$ cat config.mk
export PLATFORM = sky130hd
export DESIGN_NAME = fp8_multiply
export DESIGN_NICKNAME = d
export VERILOG_FILES = /design/src/rtl/fp8_multiply.sv
export SDC_FILE = /design/constraint.sdc
export NUM_CORES = 1
export LEC_CHECK = 0
export ABC_AREA = 1
export BUFFER_PORTS_ARGS = -buffer_cell sky130_fd_sc_hd__buf_2
export CORE_MARGIN = 4
export CORE_UTILIZATION = 29
export CTS_CLUSTER_SIZE = 28
export DETAILED_ROUTE_END_ITERATION = 16
export PLACE_DENSITY = 0.42
export REMOVE_ABC_BUFFERS = 1
export SYNTH_ARGS = -nofsm -noshare
export SYNTH_HDL_FRONTEND = slang
export SYNTH_SLANG_ARGS = --single-unit
$ cat constraint.sdc
create_clock -name clk -period 1.9 [get_ports clk]
set_input_delay 0.38 -clock clk [delete_from_list [all_inputs] [get_ports clk]]
set_output_delay 0.38 -clock clk [all_outputs]
set_load 0.05 [all_outputs]
$ cat src/rtl/fp8_multiply.sv
// Sequential FP8 (1-3-4, bias 3) multiplier: start-edge launch, 5-step shift-add mantissa
// multiply, normalise, pack; done holds with the result until the next launch.
module fp8_multiply #(
  parameter int unsigned MUL_STEPS = 5,
  parameter int unsigned BIAS      = 3
) (
  input  logic       clk,
  input  logic       rst_n,
  input  logic       start,
  input  logic [7:0] a,
  input  logic [7:0] b,
  output logic [7:0] product,
  output logic       done
);

  localparam int unsigned ACC_W  = 10;
  localparam int unsigned EXP_W  = 6;
  localparam int unsigned CNT_W  = 3;
  localparam int unsigned FRAC_W = 4;

  typedef enum logic [1:0] {
    IDLE = 2'd0,
    MUL  = 2'd1,
    NORM = 2'd2,
    PACK = 2'd3
  } state_e;

  state_e                  state_q;
  logic                    start_d_q;
  logic                    sign_q;
  logic signed [EXP_W-1:0] exp_sum_q;
  logic                    zero_q;
  logic [ACC_W-1:0]        mcand_q;
  logic [MUL_STEPS-1:0]    mplier_q;
  logic [ACC_W-1:0]        acc_q;
  logic [CNT_W-1:0]        cnt_q;
  logic [FRAC_W-1:0]       frac_q;
  logic [7:0]              product_q;
  logic                    done_q;

  assign product = product_q;
  assign done    = done_q;

  // Launch only on a synchronously detected rising edge of start while idle
  always_ff @(posedge clk or negedge rst_n) begin
    if (!rst_n) begin
      state_q   <= IDLE;
      start_d_q <= 1'b0;
      sign_q    <= 1'b0;
      exp_sum_q <= '0;
      zero_q    <= 1'b0;
      mcand_q   <= '0;
      mplier_q  <= '0;
      acc_q     <= '0;
      cnt_q     <= '0;
      frac_q    <= '0;
      product_q <= 8'h00;
      done_q    <= 1'b0;
    end else begin
      start_d_q <= start;
      unique case (state_q)
        IDLE: begin
          if (start && !start_d_q) begin
            done_q    <= 1'b0;
            sign_q    <= a[7] ^ b[7];
            exp_sum_q <= EXP_W'({3'b000, a[6:4]}) + EXP_W'({3'b000, b[6:4]}) - EXP_W'(BIAS);
            zero_q    <= (a[6:4] == 3'd0) || (b[6:4] == 3'd0);
            mcand_q   <= ACC_W'({1'b1, a[3:0]});
            mplier_q  <= {1'b1, b[3:0]};
            acc_q     <= '0;
            cnt_q     <= '0;
            state_q   <= MUL;
          end
        end
        // Multiplicand walks left while the multiplier is consumed LSB first
        MUL: begin
          if (mplier_q[0]) begin
            acc_q <= acc_q + mcand_q;
          end
          mcand_q  <= mcand_q << 1;
          mplier_q <= mplier_q >> 1;
          cnt_q    <= cnt_q + CNT_W'(1);
          if (cnt_q == CNT_W'(MUL_STEPS - 1)) begin
            state_q <= NORM;
          end
        end
        // Product lies in [1,4) with the binary point after bit 8; truncate to 4 frac bits
        NORM: begin
          if (acc_q[9]) begin
            frac_q    <= acc_q[8:5];
            exp_sum_q <= exp_sum_q + EXP_W'(1);
          end else begin
            frac_q    <= acc_q[7:4];
          end
          state_q <= PACK;
        end
        PACK: begin
          if (zero_q || (exp_sum_q < 6'sd1)) begin
            product_q <= 8'h00;
          end else if (exp_sum_q > 6'sd7) begin
            product_q <= {sign_q, 7'h7F};
          end else begin
            product_q <= {sign_q, exp_sum_q[2:0], frac_q};
          end
          done_q  <= 1'b1;
          state_q <= IDLE;
        end
        default: state_q <= IDLE;
      endcase
    end
  end

endmodule

# After elaboration in Yosys (flattened, before gate mapping)
# Index checks and enable logic that the tools add are counted.
# classes
n_addsub	5
order_cmp	2
n_eq_ne	8
mux	20
bitwise_logic	1
reduce_logical	16
# ops
cell	count
$pmux W10 S2	2
$mux W10	3
$mux W6	2
$pmux W6 S2	1
$add A10 B10 Y10	1
$pmux W5 S2	1
$mux W8	1
$ne A2 B2 Y1 const B	4
$pmux W2 S4	1
$reduce_and A2 Y1	4
$mux W7	1
$add A6 B2 Y6 const B	1
$gt A6 B4 Y1 const B	1
$logic_not A3 Y1	2
$lt A6 B2 Y1 const B	1
$pmux W3 S2	1
$reduce_and A3 Y1	2
$reduce_bool A2 Y1	3
$mux W5	1
$sub A4 B2 Y5 const B	1
$add A3 B3 Y4	1
$eq A2 B2 Y1 const B	2
$mux W2	2
$mux W4	1
other kinds (11)	12
# totals
ff_bits	52
input_bits	19
output_inout_bits	9
word_cells	64

# Logic depth before layout (Yosys ltp)
# Gate-level depths: netlist of the first run.
# depth
depth_word	4
depth_mapped	10
ltp_nobuf	10

# Worst setup path before layout of the first run
# OpenSTA, ideal clock, no wires.
# synth_path
path_type	input port to flip-flop
startpoint	in a[5]
endpoint	reg exp_sum_q[2]
setup_ns	0.087
arrival_ns	1.603
required_time_ns	1.813
slack_ns	0.210
stages	7
n_path_buf	0
cell_sequence	ha_1 > ha_1 > inv_1 > fa_1 > nand2_1 > o21ai_0 > a22oi_1
# synth_between
elab_chain_cells	4
# synth_lines
item	line	rtl
start, declared	10	input logic [7:0] a,
$add A3 B3 Y4	66	exp_sum_q <= EXP_W'({3'b000, a[6:4]}) + EXP_W'({3'b000, b[6:4]}) - EXP_W'(BIAS);
$sub A4 B2 Y5	66	
$mux W6	63	if (start && !start_d_q) begin
$pmux W6 S2	61	unique case (state_q)
end signal, assigned	66	
end signal, assigned	91	exp_sum_q <= exp_sum_q + EXP_W'(1);
end, declared	31	logic signed [EXP_W-1:0] exp_sum_q;
# Every way passes these cells. The select of a mux whose other input is x is not followed.
# A chain may end at the register's enable or synchronous reset.

# Worst setup path in the final report of the first run
# layout_path
startpoint	reg mcand_q[0]
endpoint	reg acc_q[6]
# layout_between
elab_chain_cells	3
# layout_lines
item	line	rtl
start, declared	33	logic [ACC_W-1:0] mcand_q;
start signal, assigned	68	mcand_q <= ACC_W'({1'b1, a[3:0]});
start signal, assigned	80	mcand_q <= mcand_q << 1;
$add A10 B10 Y10	78	acc_q <= acc_q + mcand_q;
$mux W10	77	if (mplier_q[0]) begin
$pmux W10 S2	61	
end signal, assigned	78	
end, declared	35	logic [ACC_W-1:0] acc_q;
# Every way passes these cells. The select of a mux whose other input is x is not followed.

==> impl_metrics.py, run 1 <==
metrics = {
    "yosys": {
        "ys_seq_elements": 52,
        "synthCells": 364,
        "synth_area_mm2": 0.00298,
        "synth_area_per_cell_um2": 8.19,
        "synth_cell_types": 35,
        "synth_edf_count": 0,
        "yosysTopAreaCellShare_pct": 43.6,
        "yosysWarnings": 0,
        "yosys.area.top_type": "dfrtp_1",
        "synthArstFlopShare_pct": 100,
        "synthFlopType": "dfrtp_1",
        "synth-seq-area-share_pct": 43.6,
        "ys_top_cells_by_area": "dfrtp_1 44%, nand2_1 12%, ha_1 9.6%",
    },
    "clocking": {
        "clk_latency_ns": 0.30,
        "tritoncts": "yes",
        "clk_pin_slew_ns": 0.10,
        "post_cts_resized": 0,
        "cts_buffers": 5,
        "hold_buffers": 0,
        "htree_levels": 2,
        "cts_root_buf": "clkbuf_8",
        "cts_buffer_depth": 2,
        "cts.sinks": 52,
        "postCtsSetupRepairBufs": 0,
    },
    "floorplanning": {
        "io_pins": 28,
        "die_h_um": 109,
        "design.core.area_mm2": 0.00991,
        "dieArea_mm2": 0.0120,
        "start_util_pct": 30.1,
        "die_w_um": 109,
        "num_rows": 36,
    },
    "drt": {
        "wl_per_cell_um": 12.2,
        "dr_total_vias": 2419,
        "dr.pass1.iters": 4,
        "dr.first_iter.drc_count": 74,
        "ant_nets": 0,
        "drt-vias-per-instance": 4.48,
        "wl_um": 6610,
        "drc_errors": 0,
    },
    "final_layout": {
        "final_common_cell": "nand2_1",
        "area_delta_synth_final_pct": 16.6,
        "drive_gt1_share_pct": 14.7,
        "final_cell_mix": "99 x nand2_1, 52 x inv_1, 52 x dfrtp_1, 27 x buf_2, 26 x o21ai_0",
        "diodes": 0,
        "n_fill_cell": 1066,
        "fin_nets": 450,
    },
    "worst_setup_path": {
        "critPathMostFrequentCell": "nand2_1",
        "cp-end-kind": "flop",
        "crit_fanout": 3,
        "slowest_delay_ns": 0.40,
        "arrival_ns": 1.93,
        "cp-start-kind": "flop",
        "criticalPathCategory": "flop to flop",
        "cp_cell_sequence": "ha_1 > inv_1 > fa_1 > o21ai_0 > buf_4 > nand2_1 > nand2_1 > nand2_1 > nand3_1 > nand2_1",
        "crit_required_ns": 2.10,
        "crit_slowest_cell": "fa_1",
    },
    "pwr": {
        "ir_drop_mv": 0.486,
        "powerDensity_mw_per_mm2": 1620,
        "p_leak_nw": 1.80,
    },
    "global_routing": {
        "grt_use_total_pct": 12.0,
        "grt_max_degree": 53,
        "grt_pass1_vias": 2442,
        "grt_pass1_wl_um": 11400,
        "antenna_found_initial": 0,
        "grt-ovfl-total": 0,
    },
    "sta": {
        "fmax_mhz": 579,
        "fin_setup_tns_ns": 0,
        "maxSlewViolCount": 0,
        "fin_crit_ns": 1.73,
        "finalCritPeriodShare_pct": 90.9,
        "whs_ns": 0.0622,
        "skew_ns": 0.00716,
        "finalHoldViolCount": 0,
        "rsz0062_at_grt": "false",
        "finalSetupViolations": 0,
        "worst_pin_slew_ns": 0.452,
        "relSlewSlack_pct": 69.7,
    },
    "placed_design": {
        "dp_hpwl_um": 5050,
        "gp_congestion": 0.759,
        "port_buffers": 27,
    },
    "status": {
        "outcome": "finished, final reports clean",
    },
    "flow_run": {
        "maxCapViolCount": 0,
    },
    "worst_hold_path": {
        "hp-class": "input port to async pin",
    },
}
[worst max-delay path: cells and delay by family (launching register included)]
kind / cells / cell delay, ns
AO/OA/AOI/OAI: 1 / 0.17
adder cells (fa/ha/maj): 2 / 0.59
buffers and inverters: 2 / 0.21
flip-flops: 1 / 0.37
AND/OR/NAND/NOR: 5 / 0.29
[final cells by class]
class	instances	area, um2	share of cell area, %
timing repair buffer	39	238	6.84
clock inverter	2	35.0	1.01
clock buffer	6	72.6	2.09
tap	133	166	4.79
inverter	56	210	6.05
multi-input combinational	252	1450	41.8
sequential	52	1300	37.4
[synth_stat cells (2+ instances only)]
master and number:
inv_1 52, o21ai_1 2, o21ai_0 26, o21ai_2 3
a31oi_1 5, nor3_1 2, inv_2 3, clkbuf_1 2
o22ai_1 7, buf_2 2, o22ai_2 2, dfrtp_1 52
ha_1 23, a22oi_1 4, nor2_1 20, nand4_1 2
nand2_1 99, xor2_1 3, nand3_1 22, fa_1 2
xnor2_1 4, nand3b_1 2, a21oi_1 11, o211ai_1 3
[power breakdown]
part | internal, W | switching (W) | total, W
Clock | 0.000392 | 0.000375 | 0.000767
Combinational | 0.00105 | 0.00190 | 0.00294
Sequential | 0.00158 | 0.000334 | 0.00192
Total | 0.00302 | 0.00261 | 0.00563
[worst paths after layout]
| kind | from | end | slack, ns | cells after the start |
|---|---|---|---|---|
| setup / recovery | mcand_q[0] | acc_q[6] | 0.17 | 10 |
| hold / removal | rst_n | exp_sum_q[2] | 0.06 | 2 |
| setup reg to reg | mcand_q[0] | acc_q[6] | 0.17 | 10 |
| hold reg to reg | product[5] | product[5] | 0.48 | 2 |
| max in group asynchronous | rst_n | acc_q[4] | 1.60 | 2 |
| min in group clk | start | start_d_q | 0.22 | 1 |
[logic make-up after synthesis]
logic type | count (synthesis) | synth area share (%)
xor+xnor | 7 | 2.06
buf+inv | 60 | 7.63
simple gates | 153 | 21.8
fa+ha+maj | 25 | 11.0
flops | 52 | 43.6
compound gates | 67 | 13.9
[stage by stage]
stage | utilization, % | power, W | cells | worst slack (ns) | cell area, um2
6_report | 35.1 | 0.00563 | 540 | 0.173 | 3480
5_1_grt | 35.1 | 0.00623 | 540 | 0.00731 | 3480
4_1_cts | 35.1 | 0.00573 | 540 | 0.143 | 3480
3_3_place_gp | 34.0 | 0.00492 | 532 | 0.0508 | 3370
3_5_place_dp | 34.0 | 0.00494 | 532 | 0.0180 | 3370
2_1_floorplan | - | 0.00407 | 360 | 0.151 | 2970
[state kept, by name (all words and copies together), names as in the netlist]
| register | flops |
|---|---|
| acc_q | 10 |
| mcand_q | 10 |
| sign_q | 1 |
| product | 8 |
| frac_q | 4 |
| start_d_q | 1 |
| exp_sum_q | 6 |
| zero_q | 1 |
| mplier_q | 5 |
| state_q | 2 |
| done | 1 |
| cnt_q | 3 |
[layer usage]
layer  up-vias  GRT usage [%]  wire length [um]
met3         6           2.17               188
met2        30           20.9              3260
met4         0           2.94                48
met5         -              0                 0
met1      1117           15.5              3120
li1       1266              -                 -
(Power assumes the default switching activity.)
==> run 2: changes to the inputs <==
--- a/config.mk
+++ b/config.mk
@@ -9,6 +9,7 @@
 export BUFFER_PORTS_ARGS = -buffer_cell sky130_fd_sc_hd__buf_2
 export CORE_MARGIN = 4
 export CORE_UTILIZATION = 29
+export CTS_BUF_LIST = sky130_fd_sc_hd__clkbuf_4 sky130_fd_sc_hd__clkbuf_8
 export CTS_CLUSTER_SIZE = 28
 export DETAILED_ROUTE_END_ITERATION = 16
 export PLACE_DENSITY = 0.42
==> impl_metrics.py, run 2 (synthesized netlist as in run 1, its figures left out) <==
metrics = {
    "sta": {
        "relSlewSlack_pct": 69.7,
        "finalCritPeriodShare_pct": 90.9,
        "fin_crit_ns": 1.73,
        "fmax_mhz": 579,
        "finalHoldViolCount": 0,
        "finalSetupViolations": 0,
        "skew_ns": 0.00714,
        "maxSlewViolCount": 0,
        "worst_pin_slew_ns": 0.452,
        "rsz0062_at_grt": "false",
        "fin_setup_tns_ns": 0,
    },
    "pwr": {
        "p_leak_nw": 1.80,
        "powerDensity_mw_per_mm2": 1620,
        "total_power_w": 0.00564,
        "ir_drop_mv": 0.486,
    },
    "worst_setup_path": {
        "cp-end-kind": "flop",
        "crit_fanout": 3,
        "cp-start-kind": "flop",
        "arrival_ns": 1.93,
        "crit_required_ns": 2.10,
        "criticalPathCategory": "flop to flop",
    },
    "drt": {
        "dr.pass1.iters": 4,
        "ant_nets": 0,
        "drc_errors": 0,
        "wl_per_cell_um": 12.2,
        "dr_total_vias": 2420,
        "dr.first_iter.drc_count": 74,
        "wl_um": 6610,
        "drt-vias-per-instance": 4.48,
    },
    "final_layout": {
        "fin_nets": 450,
        "multi_input_area_mm2": 0.00145,
        "regArea_mm2": 0.00130,
        "final_cell_mix": "99 x nand2_1, 52 x inv_1, 52 x dfrtp_1, 27 x buf_2, 26 x o21ai_0",
        "n_fill_cell": 1067,
        "final_common_cell": "nand2_1",
        "area_delta_synth_final_pct": 16.7,
        "drive_gt1_share_pct": 15.0,
        "diodes": 0,
    },
    "clocking": {
        "cts.sinks": 52,
        "cts_buffers": 5,
        "htree_levels": 2,
        "post_cts_resized": 0,
        "cts_buffer_depth": 2,
        "cts_root_buf": "clkbuf_8",
        "tritoncts": "yes",
        "clk_pin_slew_ns": 0.10,
        "hold_buffers": 0,
        "clk_latency_ns": 0.30,
        "postCtsSetupRepairBufs": 0,
    },
    "floorplanning": {
        "design.core.area_mm2": 0.00991,
        "die_w_um": 109,
        "num_rows": 36,
        "io_pins": 28,
        "die_h_um": 109,
        "dieArea_mm2": 0.0120,
        "start_util_pct": 30.1,
    },
    "global_routing": {
        "antenna_found_initial": 0,
        "grt_use_total_pct": 12.0,
        "grt_max_degree": 53,
        "grt_pass1_vias": 2442,
        "grt-ovfl-total": 0,
        "grt_pass1_wl_um": 11400,
    },
    "placed_design": {
        "port_buffers": 27,
        "dp_hpwl_um": 5050,
        "gp_congestion": 0.759,
    },
    "status": {
        "outcome": "finished, final reports clean",
    },
    "worst_hold_path": {
        "hp-class": "input port to async pin",
    },
    "flow_run": {
        "maxCapViolCount": 0,
    },
}
-- run 2: through the flow --
step	hold WS [ns]	setup slack [ns]	cells	util, %	cell area (um2)
4_1_cts	0.0699	0.143	540	35.1	3480
3_5_place_dp	0.404	0.0180	532	34.0	3370
2_1_floorplan	0.0844	0.151	360	-	2970
3_3_place_gp	0.407	0.0508	532	34.0	3370
6_report	0.0623	0.173	540	35.1	3480
5_1_grt	0.0760	0.00731	540	35.1	3480
-- run 2: critical path, stage by stage, from the launching register on --
cell     delay, ns
dfrtp_1       0.37
ha_1          0.19
inv_1         0.06
fa_1          0.40
o21ai_0       0.17
buf_4         0.15
nand2_1       0.06
nand2_1       0.06
nand2_1       0.05
nand3_1       0.07
nand2_1       0.05
-- run 2: worst paths after layout --
path	startpoint	endpoint	slack, ns	depth (start not counted)
max	mcand_q[0]	acc_q[6]	0.17	10
min in group clk	start	start_d_q	0.22	1
max in group asynchronous	rst_n	acc_q[4]	1.60	2
max reg2reg	mcand_q[0]	acc_q[6]	0.17	10
min	rst_n	exp_sum_q[2]	0.06	2
min reg2reg	product[5]	product[5]	0.48	2
-- run 2: power breakdown --
part | internal (W) | switching (W) | total (W)
combinational | 0.00105 | 0.00190 | 0.00294
sequential | 0.00158 | 0.000334 | 0.00192
clock | 0.000406 | 0.000375 | 0.000782
total | 0.00304 | 0.00261 | 0.00564
-- run 2: layout make-up --
type	instances	share of cell area [%]
inverter	56	6.04
sequential	52	37.4
timing repair buffer	39	6.83
tap	133	4.78
multi-input combinational	252	41.8
clock inverter	2	1.01
clock buffer	6	2.19
-- run 2: layer usage --
metal  vias to the layer above  share of wire, %  track usage (%)
met5                         -                 0                0
li1                       1266                 -                -
met4                         0              0.73             2.94
met3                         6               2.8             2.17
met2                        30                49             20.9
met1                      1118                47             15.5
==> run 3: changes to the inputs <==
--- a/config.mk
+++ b/config.mk
@@ -10,7 +10,7 @@
 export CORE_MARGIN = 4
 export CORE_UTILIZATION = 29
 export CTS_BUF_LIST = sky130_fd_sc_hd__clkbuf_4 sky130_fd_sc_hd__clkbuf_8
-export CTS_CLUSTER_SIZE = 28
+export CTS_CLUSTER_SIZE = 10
 export DETAILED_ROUTE_END_ITERATION = 16
 export PLACE_DENSITY = 0.42
 export REMOVE_ABC_BUFFERS = 1
==> constraint.sdc (replaced) <==
create_clock -name clk -period 1.8 [get_ports clk]
set_input_delay 0.36 -clock clk [delete_from_list [all_inputs] [get_ports clk]]
set_output_delay 0.36 -clock clk [all_outputs]
set_load 0.05 [all_outputs]
==> impl_metrics.py, run 3 (synthesized netlist as in run 1, its figures left out) <==
metrics = {
    "worst_setup_path": {
        "crit_cells": 10,
        "timing.critical_path.buf_inv": 2,
        "crit_required_ns": 2.00,
        "critPathMostFrequentCell": "nand2_1",
        "cp-end-kind": "flop",
        "rrSetupSlack_ns": 0.14,
        "crit_fanout": 3,
        "arrival_ns": 1.86,
        "crit_slowest_cell": "dfrtp_1",
        "rr_endpoint": "acc_q[8]",
        "worstRegToRegCells": 10,
        "rr_startpoint": "mcand_q[0]",
        "cp-start-kind": "flop",
        "slowest_delay_ns": 0.38,
        "cp_cell_sequence": "ha_1 > inv_1 > fa_2 > o21ai_0 > buf_4 > nand2_1 > nand2_1 > nand2_1 > nand3_1 > nand2_1",
        "path_delay_family": "adder cells",
        "criticalPathCategory": "flop to flop",
    },
    "sta": {
        "finalSetupViolations": 0,
        "skew_ns": 0.00986,
        "fin_crit_ns": 1.66,
        "maxSlewViolCount": 0,
        "rsz0062_at_grt": "false",
        "whs_ns": 0.0376,
        "finalHoldViolCount": 0,
        "fin_setup_tns_ns": 0,
        "relSlewSlack_pct": 68.2,
        "fmax_mhz": 602,
        "finalCritPeriodShare_pct": 92.3,
        "worst_pin_slew_ns": 0.475,
    },
    "clocking": {
        "clk_pin_slew_ns": 0.10,
        "tritoncts": "yes",
        "cts.sinks": 52,
        "cts_buffers": 5,
        "clk_latency_ns": 0.30,
        "cts_buffer_depth": 2,
        "cts_root_buf": "clkbuf_8",
        "htree_levels": 2,
    },
    "floorplanning": {
        "design.core.area_mm2": 0.00991,
        "die_w_um": 109,
        "die_h_um": 109,
        "start_util_pct": 30.1,
        "dieArea_mm2": 0.0120,
        "io_pins": 28,
        "num_rows": 36,
    },
    "placed_design": {
        "dpl_cell_area_mm2": 0.00336,
        "port_buffers": 27,
        "gp_congestion": 0.765,
        "dp_hpwl_um": 5010,
        "placed_cells": 531,
    },
    "global_routing": {
        "grt_pass1_wl_um": 11600,
        "grt_pass1_vias": 2499,
        "antenna_found_initial": 0,
        "grt-ovfl-total": 0,
        "grt_max_degree": 53,
        "grt_use_total_pct": 12.2,
    },
    "drt": {
        "drc_errors": 0,
        "dr.first_iter.drc_count": 48,
        "dr.pass1.iters": 4,
        "wl_um": 6730,
        "drt-vias-per-instance": 4.53,
        "dr_total_vias": 2458,
        "wl_per_cell_um": 12.4,
        "ant_nets": 0,
    },
    "final_layout": {
        "final_area_mm2": 0.00351,
        "fin_util_pct": 35.4,
        "drive_gt1_share_pct": 16.3,
        "fin_nets": 453,
        "final_common_cell": "nand2_1",
        "diodes": 0,
        "final_cell_count_no_fill": 543,
        "final_cell_mix": "99 x nand2_1, 52 x inv_1, 52 x dfrtp_1, 27 x buf_2, 26 x o21ai_0",
        "area_delta_synth_final_pct": 17.7,
    },
    "flow_run": {
        "maxCapViolCount": 0,
    },
    "pwr": {
        "p_leak_nw": 1.81,
        "powerDensity_mw_per_mm2": 1700,
        "ir_drop_mv": 0.483,
    },
    "status": {
        "outcome": "finished, final reports clean",
    },
    "worst_hold_path": {
        "hp-class": "input port to async pin",
    },
}
-- run 3: routing by layer --
metal,share of wire [%],global-route usage (%)
met3,2.5,2.23
met4,1.2,2.76
met2,49,21.1
met1,48,15.8
met5,0,0
-- run 3: stage by stage --
step                      setup WS, ns  power (W)
after global routing            0.0231    0.00663
after floorplan                 0.0506    0.00429
after CTS                       0.0147    0.00596
after global placement         -0.0275    0.00517
final                            0.139    0.00598
after detailed placement       -0.0776    0.00520
-- run 3: worst max-delay path by stage --
stage,startpoint,endpoint
after floorplan,state_q[1],acc_q[4]
after global placement,a[5],exp_sum_q[2]
after detailed placement,a[5],exp_sum_q[3]
after CTS,state_q[1],acc_q[4]
after global routing,state_q[1],mcand_q[9]
final,mcand_q[0],acc_q[8]
-- run 3: cell type report --
class | instances | area, um2
clock inverters | 1 | 7.51
fillers | 1077 | 6400
well taps | 133 | 166
multi-input cells | 252 | 1460
flip-flops and latches | 52 | 1300
inverters | 56 | 210
clock buffers | 7 | 90.1
repair buffers | 42 | 273
-- run 3: repair_timing --
action                                  in CTS  in global routing
hold buffers                                 0                  0
endpoints found under the setup margin       0                 12
setup buffers                                0                  4
gates resized for setup                      0                  3
-- run 3: power breakdown --
part	total (W)	switching, W	internal [W]
Sequential	0.00203	0.000354	0.00167
Clock	0.000727	0.000398	0.000329
Combinational	0.00323	0.00203	0.00119
